==> src/rtl/input_pkg.sv <==
// Shared types, default 100 MHz timing and helper functions for the push-button conditioner.
package input_pkg;

   typedef enum logic [1:0] {
      RPT_IDLE   = 2'd0,
      RPT_DELAY  = 2'd1,
      RPT_REPEAT = 2'd2
   } rpt_state_t;

   localparam int DEF_DEBOUNCE_CYCLES = 1000000;
   localparam int DEF_REPEAT_DELAY    = 40000000;
   localparam int DEF_REPEAT_PERIOD   = 15000000;

   function automatic int clog2(input int value);
      int r;
      r = 0;
      for (int i = 0; i < 31; i++) begin
         if ((1 << i) < value) r = i + 1;
      end
      return r;
   endfunction

   function automatic int max3(input int a, input int b, input int c);
      int m;
      m = (a > b) ? a : b;
      return (m > c) ? m : c;
   endfunction

endpackage

==> src/rtl/button_channel.sv <==
// One button channel: two-flop synchroniser, debouncer, press/release pulses and auto-repeat FSM.
//
// state      | meaning
// RPT_IDLE   | button released (or repeat disabled); waiting for an accepted press
// RPT_DELAY  | held; counting the initial delay before the first repeat pulse
// RPT_REPEAT | held; emitting a repeat pulse every REPEAT_PERIOD cycles
module button_channel
   import input_pkg::*;
#(
   parameter int DEBOUNCE_CYCLES = DEF_DEBOUNCE_CYCLES,
   parameter int REPEAT_DELAY    = DEF_REPEAT_DELAY,
   parameter int REPEAT_PERIOD   = DEF_REPEAT_PERIOD,
   parameter bit REPEAT_EN       = 1'b1,
   parameter int CNT_W           = clog2(max3(DEBOUNCE_CYCLES, REPEAT_DELAY, REPEAT_PERIOD) + 1)
) (
   input  logic clk,
   input  logic reset,
   input  logic raw,
   output logic level,
   output logic level_nxt,
   output logic press_pulse,
   output logic release_pulse,
   output logic move_pulse
);

   localparam logic [CNT_W-1:0] DB_TC  = CNT_W'(DEBOUNCE_CYCLES - 1);
   localparam logic [CNT_W-1:0] RD_TC  = CNT_W'(REPEAT_DELAY - 1);
   localparam logic [CNT_W-1:0] RP_TC  = CNT_W'(REPEAT_PERIOD - 1);
   localparam logic [CNT_W-1:0] CNT_ONE = CNT_W'(1);

   logic             s1, s2;
   logic [CNT_W-1:0] dcnt;
   logic             db_hit, press_evt, rel_evt;
   rpt_state_t       state, state_nxt;
   logic [CNT_W-1:0] rcnt, rcnt_nxt;
   logic             rep_pulse, rep_nxt;

   assign db_hit    = (s2 != level) && (dcnt == DB_TC);
   assign press_evt = db_hit & s2;
   assign rel_evt   = db_hit & ~s2;
   assign level_nxt = db_hit ? s2 : level;

   always_ff @(posedge clk) begin
      if (!reset) begin
         s1            <= 1'b0;
         s2            <= 1'b0;
         level         <= 1'b0;
         dcnt          <= '0;
         press_pulse   <= 1'b0;
         release_pulse <= 1'b0;
      end else begin
         s1            <= raw;
         s2            <= s1;
         level         <= level_nxt;
         press_pulse   <= press_evt;
         release_pulse <= rel_evt;
         // Any sample agreeing with the accepted level restarts the stability count.
         if (s2 == level || db_hit) dcnt <= '0;
         else                       dcnt <= dcnt + CNT_ONE;
      end
   end

   always_ff @(posedge clk) begin
      if (!reset) begin
         state     <= RPT_IDLE;
         rcnt      <= '0;
         rep_pulse <= 1'b0;
      end else begin
         state     <= state_nxt;
         rcnt      <= rcnt_nxt;
         rep_pulse <= rep_nxt;
      end
   end

   always_comb begin
      state_nxt = state;
      rcnt_nxt  = rcnt;
      rep_nxt   = 1'b0;
      case (state)
         RPT_IDLE: begin
            if (REPEAT_EN && press_evt) begin
               state_nxt = RPT_DELAY;
               rcnt_nxt  = '0;
            end
         end
         RPT_DELAY: begin
            if (rel_evt) begin
               state_nxt = RPT_IDLE;
               rcnt_nxt  = '0;
            end else if (rcnt == RD_TC) begin
               state_nxt = RPT_REPEAT;
               rcnt_nxt  = '0;
               rep_nxt   = 1'b1;
            end else begin
               rcnt_nxt = rcnt + CNT_ONE;
            end
         end
         RPT_REPEAT: begin
            // A release landing on the terminal count wins; no trailing repeat pulse.
            if (rel_evt) begin
               state_nxt = RPT_IDLE;
               rcnt_nxt  = '0;
            end else if (rcnt == RP_TC) begin
               rcnt_nxt = '0;
               rep_nxt  = 1'b1;
            end else begin
               rcnt_nxt = rcnt + CNT_ONE;
            end
         end
         default: begin
            state_nxt = RPT_IDLE;
            rcnt_nxt  = '0;
         end
      endcase
   end

   assign move_pulse = press_pulse | rep_pulse;

endmodule

==> src/rtl/button_conditioner.sv <==
// Multi-channel push-button conditioner: N_CH independent button_channel instances plus any_held.
module button_conditioner
   import input_pkg::*;
#(
   parameter int              N_CH            = 5,
   parameter int              DEBOUNCE_CYCLES = DEF_DEBOUNCE_CYCLES,
   parameter int              REPEAT_DELAY    = DEF_REPEAT_DELAY,
   parameter int              REPEAT_PERIOD   = DEF_REPEAT_PERIOD,
   parameter logic [N_CH-1:0] REPEAT_EN_MASK  = {N_CH{1'b1}}
) (
   input  logic            clk,
   input  logic            reset,
   input  logic [N_CH-1:0] raw_in,
   output logic [N_CH-1:0] level_out,
   output logic [N_CH-1:0] press_pulse,
   output logic [N_CH-1:0] release_pulse,
   output logic [N_CH-1:0] move_pulse,
   output logic            any_held
);

   localparam int CNT_W = clog2(max3(DEBOUNCE_CYCLES, REPEAT_DELAY, REPEAT_PERIOD) + 1);

   logic [N_CH-1:0] level_nxt;

   for (genvar i = 0; i < N_CH; i++) begin : g_ch
      button_channel #(
         .DEBOUNCE_CYCLES (DEBOUNCE_CYCLES),
         .REPEAT_DELAY    (REPEAT_DELAY),
         .REPEAT_PERIOD   (REPEAT_PERIOD),
         .REPEAT_EN       (REPEAT_EN_MASK[i]),
         .CNT_W           (CNT_W)
      ) u_ch (
         .clk           (clk),
         .reset         (reset),
         .raw           (raw_in[i]),
         .level         (level_out[i]),
         .level_nxt     (level_nxt[i]),
         .press_pulse   (press_pulse[i]),
         .release_pulse (release_pulse[i]),
         .move_pulse    (move_pulse[i])
      );
   end

   // Registered from the channels' next-level so it tracks level_out with identical timing.
   always_ff @(posedge clk) begin
      if (!reset) any_held <= 1'b0;
      else        any_held <= |level_nxt;
   end

endmodule

==> config.mk <==
export PLATFORM = sky130hd
export DESIGN_NAME = button_conditioner
export DESIGN_NICKNAME = d
export VERILOG_FILES = /design/src/rtl/input_pkg.sv /design/src/rtl/button_channel.sv /design/src/rtl/button_conditioner.sv
export SDC_FILE = /design/constraint.sdc
export NUM_CORES = 1
export LEC_CHECK = 0
export ABC_AREA = 0
export BUFFER_PORTS_ARGS = -buffer_cell sky130_fd_sc_hd__buf_2
export CORE_MARGIN = 1.5
export CORE_UTILIZATION = 30
export CTS_BUF_LIST = sky130_fd_sc_hd__clkbuf_16
export CTS_CLUSTER_DIAMETER = 100
export DETAILED_ROUTE_END_ITERATION = 16
export PLACE_DENSITY = 0.54
export SLEW_MARGIN = 20
export SYNTH_ARGS = -nofsm -noshare
export SYNTH_HDL_FRONTEND = slang
export SYNTH_HIERARCHICAL = 1
export SYNTH_SLANG_ARGS = --single-unit
==> constraint.sdc <==
create_clock -name clk -period 2.6 [get_ports clk]
set_clock_uncertainty 0.15 [all_clocks]
set_input_delay 0.52 -clock clk [delete_from_list [all_inputs] [get_ports clk]]
set_output_delay 0.52 -clock clk [all_outputs]
set_load 0.05 [all_outputs]
==> results of run 1 <==
-- worst reg2reg max path, stage by stage (launching register included) --
cell	delay (ns)
dfxtp_1	0.30
or4b_2	0.68
o41a_1	0.56
o211ai_4	0.29
buf_4	0.17
nor3_1	0.04
o31a_1	0.27
-- final cells by class --
type	count	area, µm²	area share (%)
sequential	301	6030	32.8
clock inverter	28	173	0.939
antenna	1	2.50	0.0136
multi-input combinational	1464	9110	49.6
timing repair buffer	150	1090	5.93
clock buffer	39	976	5.31
inverter	41	154	0.837
tap	680	851	4.63
-- final timing paths --
kind                                                     endpoint  slack [ns]  cells after the start
worst max-delay path            g_ch[1].u_ch/rcnt[4]$_SDFFE_PN0P_        0.03                      6
worst max register to register  g_ch[1].u_ch/rcnt[4]$_SDFFE_PN0P_        0.03                      6
worst min-delay path                   g_ch[2].u_ch/s1$_SDFF_PN0_        0.04                      2
worst min register to register         g_ch[3].u_ch/s2$_SDFF_PN0_        0.27                      1
-- where the power goes --
group	total [W]	switching, W	internal [W]
logic	0.000353	0.000249	0.000104
registers	0.00464	0.0000106	0.00463
clock network	0.00492	0.00202	0.00290
total	0.00991	0.00228	0.00763
-- cells in the mapped netlist, drive strengths merged, types with 39 or more instances --
| library cell | n |
|---|---|
| nand3 | 212 |
| clkbuf | 67 |
| or3 | 60 |
| a31oi | 75 |
| nand4 | 109 |
| dfxtp | 301 |
| nor2 | 213 |
| and3 | 50 |
| xnor2 | 39 |
| inv | 41 |
| nand2 | 185 |
| xor2 | 80 |
-- layer usage --
layer | track usage [%] | wire, µm
met3 | 2.05 | 1500
met5 | 0 | 0
met2 | 23.0 | 18000
met4 | 4.62 | 801
met1 | 19.1 | 18800
-- metrics by stage --
step	utilization, %	setup slack (ns)
after CTS	35.4	0.0161
after global placement	33.2	0.0455
after detailed placement	33.2	0.0465
final	35.8	0.0337
after floorplan	-	0.104
after global routing	35.7	-0.0452
-- registers in the layout, summed over array words and instances (netlist names) --
signal and cells:
g_ch.u_ch/dcnt 130, g_ch.u_ch/press_pulse 5, g_ch.u_ch/state 10, g_ch.u_ch/release_pulse 5, any_held 1, g_ch.u_ch/s1 5, g_ch.u_ch/rcnt 130, g_ch.u_ch/s2 5
g_ch.u_ch/level 5, g_ch.u_ch/rep_pulse 5
-- cell families after synthesis --
family	count (synthesis)	share of synthesized area [%]
and+or+nand+nor	1073	37.7
DFF	301	38.5
adders and majority gates	26	2.08
muxes	13	0.903
buffers and inverters	140	4.00
xor gates and xnor gates	119	6.66
AOI/OAI and AO/OA	230	10.2
-- what timing repair did --
| item | CTS | global route |
|---|---|---|
| hold endpoints to repair | 0 | 0 |
| gates resized for setup | 0 | 23 |
| setup buffers | 0 | 8 |
| endpoints found under the setup margin | 0 | 46 |
==> impl_results.md, run 1 <==
- Async set-reset flop share out of synthesis: 0%
- Share of layout cells above drive strength 1: roughly 14%
- Global-route wire length before repair: 64200 µm
- Critical Path, Cell by Cell: or4b_2 > o41a_1 > o211ai_4 > buf_4 > nor3_1 > o31a_1
- GRT overflow: 0
- Die width: between 200 and 250 µm
- Post-synth EDFFs: 0
- Most frequent cells in the layout: 301 x dfxtp_1, 213 x nor2_1, 211 x nand3_1
- Least-Margin Pin Slew: around 0.62 ns
- Post-synthesis sequential area ratio: 38.5%
- Outcome: finished clean
- H-tree lvl count: 2
- Worst setup SP type: flip-flop
- Final setup viols: 0
- Slew Limit Fails: 0
- Placed cell area: between 15000 and 20000 µm²
- Max FO, Critical Path: 6
- Final worst path period share: between 90% and 100%
- Lkg Pwr: 5.95 nW
- Die area: approximately 54000 µm²
- Vias per cell: 5.22
- Routability congestion estimate: 0.804
- Slowest-stage cell, CP: or4b_2
- DRT Pass-1 Iters: 6
- Starting density of the core: a little under a third
- Flops & latches, synth: ~300
- Placed Instances: approximately 2.6k
- Max cap viols: 0
- Largest net degree at the start of global routing: 43
- Largest area contributor in the netlist: dfxtp_1
- Crit-path leading delay family: compound AO/OA/AOI/OAI gates
- Antenna-violating nets left: 0
- Clk buf depth: 3
- Syn nets: approximately 1.9k
- Worst hold margin: 0.0398 ns
- Final hold vios: 0
- Total power: 0.00991 W
- Layout Nets: between 2k and 2.5k
- Vias in the first global route: 13.0k
- Clock Latency Late Sink: between 0.5 and 0.6 ns
- Synthesis Warnings: 6
- CTS Sinks: between 300 and 400
- CTS clk-pin slew, worst paths: about 0.06 ns
- Worst EP required: 2.88 ns
- Post-CTS Hold Buffers: 0
- CP max stage delay: a little under 0.7 ns
- Initial antenna violation count: 2
- VDD IR max: 0.000427 V
- R2R Path Start: g_ch[1].u_ch/rcnt[6]$_SDFFE_PN0P_
- Crit. Startpoint: g_ch[1].u_ch/rcnt[6]$_SDFFE_PN0P_
- TritonCTS clock tree: yes
- Final std cells w/o fill: 2704
- Worst hold path type: input port to flip-flop
- Max frequency: roughly 390 MHz
- Cell area power density: 539 nW/µm²
- Synthesized area: about 16000 µm²
- Synth unique cells: 70
- Core area: between 50000 and 60000 µm²
- Syn_area_per_cell: a little over 8 µm²
- Vias: about 14k
- Top-area cell type share of the netlist area: 38.5%
- Aggregate global-route resource usage: 14.1%
- Most common cell after layout, fill and taps aside: dfxtp_1
- Area grow syn2layout: 17.4%
- CP bufs+invs: 1
- Rows: 83
- Synth Instances: about 1.9k
- Dominant synthesized flop cell: dfxtp_1
- Worst slew margin: ~60%
- IO Count: 28
- Critical path class: flip-flop to flip-flop
- Critical path arrival: approximately 2.8 ns
- Hold path startpoint: raw_in[2]
- Final wirelength: between 30000 and 40000 µm
- CTS buffer count: 37
- Die Ht: approximately 230 µm
- Post-route cell area: between 15000 and 20000 µm²
- CP endpoint kind: flip-flop
- Synth area leaders: dfxtp_1 38%, nand3_1 6.7%, nor2_1 5.1%
- Tmin final: 2.57 ns
- 1st-iter DRT viols: 1031
- DRC viols: 0
- RSZ-0062 raised after global routing: true
- Clock root cell: clkbuf_16
- # fillers: 5257
- Post-DR wirelength/cell: approximately 14 µm
- IO Port Bufs: 27
- Setup TNS: 0 ns
- Post-DP HPWL: between 20000 and 30000 µm
No activity file was read; power rests on OpenSTA's default activity.
==> inputs of run 2 (changes only) <==
- CELL_PAD_IN_SITES_DETAIL_PLACEMENT: not set -> 1
- CELL_PAD_IN_SITES_GLOBAL_PLACEMENT: not set -> 1
- PLACE_DENSITY: 0.54 -> 0.64
==> impl_results.md, run 2 (synthesis results as in run 1) <==
- Area grow syn2layout: 19.5%
- Cell count of the worst reg-to-reg path: 7
- Crit-path leading delay family: simple AND/OR/NAND/NOR gates
- Lkg Pwr: 6.08 nW
- CTS buffer count: 38
- Met2 track demand over resource: a little over a quarter
- Die Ht: 231 µm
- CP bufs+invs: 2
- Crit. Startpoint: g_ch[1].u_ch/dcnt[10]$_SDFF_PP0_
- Post-route cell area: 18700 µm²
- R2R Path Start: g_ch[1].u_ch/dcnt[10]$_SDFF_PP0_
- # fillers: approximately 6.1k
- Worst slew margin: between 50% and 60%
- Antenna-violating nets left: 0
- Global-route wire length before repair: 73900 µm
- Part of the power in registers: a little under half
- Top Registers: g_ch.u_ch/dcnt (130), g_ch.u_ch/rcnt (130), g_ch.u_ch/state (10)
- Layout Nets: ~2.0k
- Vias in the first global route: approximately 15k
- DRT Pass-1 Iters: 7
- VDD IR max: around 0.00045 V
- Tmin final: 2.50 ns
- Utilization after layout: between 30% and 40%
- Largest net degree at the start of global routing: 27
- CTS Sinks: between 300 and 400
- Max FO, Critical Path: 8
- R2R Path End: g_ch[1].u_ch/rcnt[11]$_SDFFE_PN0P_
- Critical path class: flip-flop to flip-flop
- Most frequent cells in the layout: 292 x dfxtp_1, 213 x nor2_1, 211 x nand3_1
- Starting density of the core: 30.5%
- Final setup viols: 0
- Slowest-stage cell, CP: or4b_4
- Multi-input logic area: a little over 9000 µm²
- Die width: between 200 and 250 µm
- Clk buf depth: 3
- Least-Margin Pin Slew: around 0.74 ns
- CP endpoint kind: flip-flop
- RSZ-0062 raised after global routing: true
- Max cap viols: 0
- Final wirelength: between 40000 and 50000 µm
- Clock share of power: between 50% and 60%
- GRT overflow: 0
- CP max stage delay: between 0.5 and 0.6 ns
- Clock root cell: clkbuf_16
- Clock Latency Late Sink: approximately 0.56 ns
- CTS clk-pin slew, worst paths: roughly 0.050 ns
- Flop-to-flop setup slack: ~0.10 ns
- Worst setup SP type: flip-flop
- Worst hold margin: approximately 0.031 ns
- Post-DR wirelength/cell: ~16 µm
- Hold path cells: 2
- Placed cell area: approximately 17000 µm²
- H-tree lvl count: 2
- Sw Pwr: about 0.0024 W
- Cell area power density: around 550 nW/µm²
- Critical path arrival: 2.82 ns
- Core area: roughly 50000 µm²
- Worst hold path type: input port to flip-flop
- Aggregate global-route resource usage: roughly 16%
- Int Power: about 0.0078 W
- Vias: 14.6k
- Routability congestion estimate: between 0.7 and 0.8
- Most common cell after layout, fill and taps aside: dfxtp_1
- Critical Path, Cell by Cell: or4b_4 > o41ai_4 > buf_4 > o211ai_4 > buf_6 > or3_1 > a31oi_1
- Switching Share: between 20% and 30%
- GR Util met1: 22.0%
- Worst hold endpoint: g_ch[0].u_ch/s1$_SDFF_PN0_
- IO Port Bufs: 27
- Post-CTS Hold Buffers: 0
- Final worst path period share: 96.1%
- Outcome: finished clean
- Rows: a little over 80
- GRT busiest layer: met2
- TritonCTS clock tree: yes
- Max frequency: ~400 MHz
- Logic pwr share: around 3.6%
- Diode count: 0
- Share of layout cells above drive strength 1: around 16%
- Grt met3 use: 2.58%
- FF+latch area: 6040 µm²
- Final hold vios: 0
- DRC viols: 0
- Vias per cell: 5.37
- IO Count: 28
- Slew Limit Fails: 0
- Worst EP required: between 2 and 3 ns
- Die area: approximately 54000 µm²
- Initial antenna violation count: 1
- 1st-iter DRT viols: ~700
- Hold path startpoint: raw_in[0]
- Post-DP HPWL: slightly above 30000 µm
- Total power: 0.0102 W
-- run 2: metal layers --
metal	part of all wire (%)	routed length [µm]
met1	48	21500
met2	47	20700
met3	3.1	1360
met4	1.9	845
met5	0	0
-- run 2: metrics by stage --
step	worst slack (ns)	setup TNS (ns)	cells
5_1_grt	-0.0105	-0.0226	2719
3_5_place_dp	-0.0236	-0.0542	2645
6_report	0.102	0	2719
3_3_place_gp	-0.0360	-0.126	2645
2_1_floorplan	0.104	0	1902
4_1_cts	0.00248	0	2713
-- run 2: power groups by stage --
stage	clock [W]	sequential, W	combinational (W)
floorplan	0	0.00474	0.000229
global placement	0	0.00474	0.000341
detailed placement	0	0.00474	0.000353
CTS	0.00539	0.00464	0.000366
global route	0.00558	0.00464	0.000404
finish	0.00521	0.00464	0.000371
-- run 2: worst max-delay path by stage --
stage,cells past startpoint,slack (ns),to
after floorplan,8,0.10,g_ch[0].u_ch/rcnt[20]$_SDFFE_PN0P_
after global placement,7,-0.04,g_ch[2].u_ch/rcnt[20]$_SDFFE_PN0P_
after detailed placement,7,-0.02,g_ch[3].u_ch/rcnt[15]$_SDFFE_PN0P_
after CTS,7,0.002,g_ch[3].u_ch/rcnt[15]$_SDFFE_PN0P_
after global routing,7,-0.01,g_ch[0].u_ch/rcnt[24]$_SDFFE_PN0P_
final,7,0.10,g_ch[1].u_ch/rcnt[11]$_SDFFE_PN0P_
-- run 2: area by class of cell --
| cell class | instances | area share, % |
|---|---|---|
| repair buffers | 166 | 6.44 |
| well taps | 680 | 4.55 |
| inverters | 41 | 0.822 |
| multi-input cells | 1465 | 49.5 |
| clock inverters | 27 | 1.18 |
| clock buffers | 39 | 5.21 |
| flip-flops and latches | 301 | 32.3 |
-- run 2: worst reg2reg max path, cell delays in order, from the launching register on --
cell and delay (ns):
dfxtp_2 0.34, or4b_4 0.58, o41ai_4 0.29, buf_4 0.20, o211ai_4 0.16, buf_6 0.19, or3_1 0.34, a31oi_1 0.17
-- run 2: repair_timing --
action / 4_1_cts / 5_1_grt
setup buffers: 1 / 3
resized for setup: 5 / 49
endpoints found under the setup margin: 18 / 74
cloned: 1 / 3
pin swaps: 2 / 24
==> inputs of run 3 (changes only) <==
- RECOVER_POWER: not set -> 50
==> impl_results.md, run 3 (synthesis results as in run 1) <==
- Outcome: finished clean
- 1st-iter DRT viols: roughly 700
- Clock root cell: clkbuf_16
- Most common cell after layout, fill and taps aside: dfxtp_1
- Sw Pwr: 0.00239 W
- CP max stage delay: 0.58 ns
- IO Port Bufs: 27
- Tmin final: approximately 2.5 ns
- Slew Limit Fails: 0
- Top Registers: g_ch.u_ch/dcnt (130), g_ch.u_ch/rcnt (130), g_ch.u_ch/state (10)
- Antenna-violating nets left: 0
- Crit-path leading delay family: simple AND/OR/NAND/NOR gates
- Worst setup SP type: flip-flop
- Final hold vios: 0
- # fillers: around 6k
- Starting density of the core: 30.5%
- H-tree lvl count: 2
- Clock share of power: 51.0%
- Core area: just over 50000 µm²
- Area grow syn2layout: 19.2%
- Die Ht: 231 µm
- Final WS setup: 0.104 ns
- Int Power: slightly below 0.008 W
- Cell area power density: 548 nW/µm²
- Global-route wire length before repair: 73900 µm
- Pre-CTS setup slack: -0.0236 ns
- Critical path arrival: approximately 2.8 ns
- Die area: roughly 54000 µm²
- CTS Sinks: roughly 300
- GRT overflow: 0
- VDD IR max: approximately 0.00045 V
- Logic pwr share: 3.6%
- Worst slew margin: a little over a third
- Vias: roughly 15k
- Layout Nets: around 2k
- Routability congestion estimate: 0.774
- Vias per cell: 5.36
- CTS buffer count: 38
- Vias in the first global route: 14.6k
- Post-DP HPWL: around 30000 µm
- Share of layout cells above drive strength 1: roughly 14%
- Post-CTS Hold Buffers: 0
- CP bufs+invs: 2
- Slowest-stage cell, CP: or4b_4
- DRC viols: 0
- Final std cells w/o fill: 2719
- RSZ-0062 raised after global routing: true
- Placed Instances: approximately 2.6k
- Largest net degree at the start of global routing: 27
- Diode count: 0
- Die width: about 230 µm
- Critical path class: flip-flop to flip-flop
- Total power: approximately 0.010 W
- Switching Share: about a quarter
- Max frequency: approximately 400 MHz
- CTS clk-pin slew, worst paths: about 0.050 ns
- Rows: 83
- CP endpoint kind: flip-flop
- Most frequent cells in the layout: 292 x dfxtp_1, 213 x nor2_1, 211 x nand3_1
- Aggregate global-route resource usage: between 15 and 20%
- Clk buf depth: 3
- Least-Margin Pin Slew: 0.968 ns
- Lkg Pwr: between 5 and 6 nW
- Final setup viols: 0
- Worst hold path type: input port to flip-flop
- Clock Latency Late Sink: 0.56 ns
- Initial antenna violation count: 1
- TritonCTS clock tree: yes
- Setup TNS: 0 ns
- Final worst path period share: between 90% and 100%
- Final wirelength: ~44000 µm
- DRT Pass-1 Iters: 5
- Worst EP required: roughly 3 ns
- Max FO, Critical Path: 8
- Max cap viols: 0
- Part of the power in registers: 45.4%
- Critical Path, Cell by Cell: or4b_4 > o41ai_4 > buf_4 > o211ai_4 > buf_6 > or3_1 > a31oi_1
- Post-DR wirelength/cell: around 16 µm
- IO Count: 28
==> run 3: changes by cell type in the layout (fill, tap and decap cells not counted), moves of 2 or more <==
cell,before,now
clkbuf_1,0,24
buf_2,26,5
buf_4,136,131
mux2_1,0,3
mux2_2,9,6
and2_0,0,2
and2_1,36,34
clkbuf_2,0,2
or2_1,0,2
or2_2,19,17
==> run 3: power groups by stage <==
stage	Combinational, W	Sequential [W]	Clock, W
2_1_floorplan	0.000229	0.00474	0
3_3_place_gp	0.000341	0.00474	0
3_5_place_dp	0.000353	0.00474	0
4_1_cts	0.000366	0.00464	0.00539
5_1_grt	0.000401	0.00464	0.00558
6_report	0.000368	0.00464	0.00521
==> run 3: final timing paths <==
path	slack, ns	cells after the start	start	endpoint
max	0.10	7	g_ch[1].u_ch/dcnt[10]$_SDFF_PP0_	g_ch[1].u_ch/rcnt[11]$_SDFFE_PN0P_
max reg2reg	0.10	7	g_ch[1].u_ch/dcnt[10]$_SDFF_PP0_	g_ch[1].u_ch/rcnt[11]$_SDFFE_PN0P_
min reg2reg	0.28	1	g_ch[3].u_ch/s1$_SDFF_PN0_	g_ch[3].u_ch/s2$_SDFF_PN0_
min	0.03	2	raw_in[0]	g_ch[0].u_ch/s1$_SDFF_PN0_
==> run 3: layer usage <==
layer | share of wire [%] | global-route usage (%) | vias to the layer above
met3 | 2.9 | 2.58 | 51
met2 | 47 | 27.0 | 131
li1 | - | - | 7184
met5 | 0 | 0 | -
met4 | 1.9 | 5.21 | 0
met1 | 49 | 22.0 | 7219
==> run 3: through the flow <==
| step | util (%) | hold WS [ns] | area [µm²] |
|---|---|---|---|
| global route | 36.3 | 0.0502 | 18700 |
| floorplan | - | 0.262 | 15700 |
| CTS | 35.9 | 0.00426 | 18500 |
| finish | 36.3 | 0.0306 | 18700 |
| detailed placement | 33.5 | 0.272 | 17200 |
| global placement | 33.5 | 0.268 | 17200 |
==> run 3: cell type report <==
class	count	area (µm²)	area share (%)
clock buffers	39	976	5.23
flip-flops and latches	301	6040	32.4
multi-input cells	1465	9270	49.7
repair buffers	166	1150	6.16
clock inverters	27	220	1.18
well taps	680	851	4.56
inverters	41	154	0.825
==> run 3: what timing repair did <==
action	CTS	global route
pin swaps	2	24
gates resized for setup	5	49
cloned	1	3
setup endpoints to repair	18	74
buffers inserted	1	3
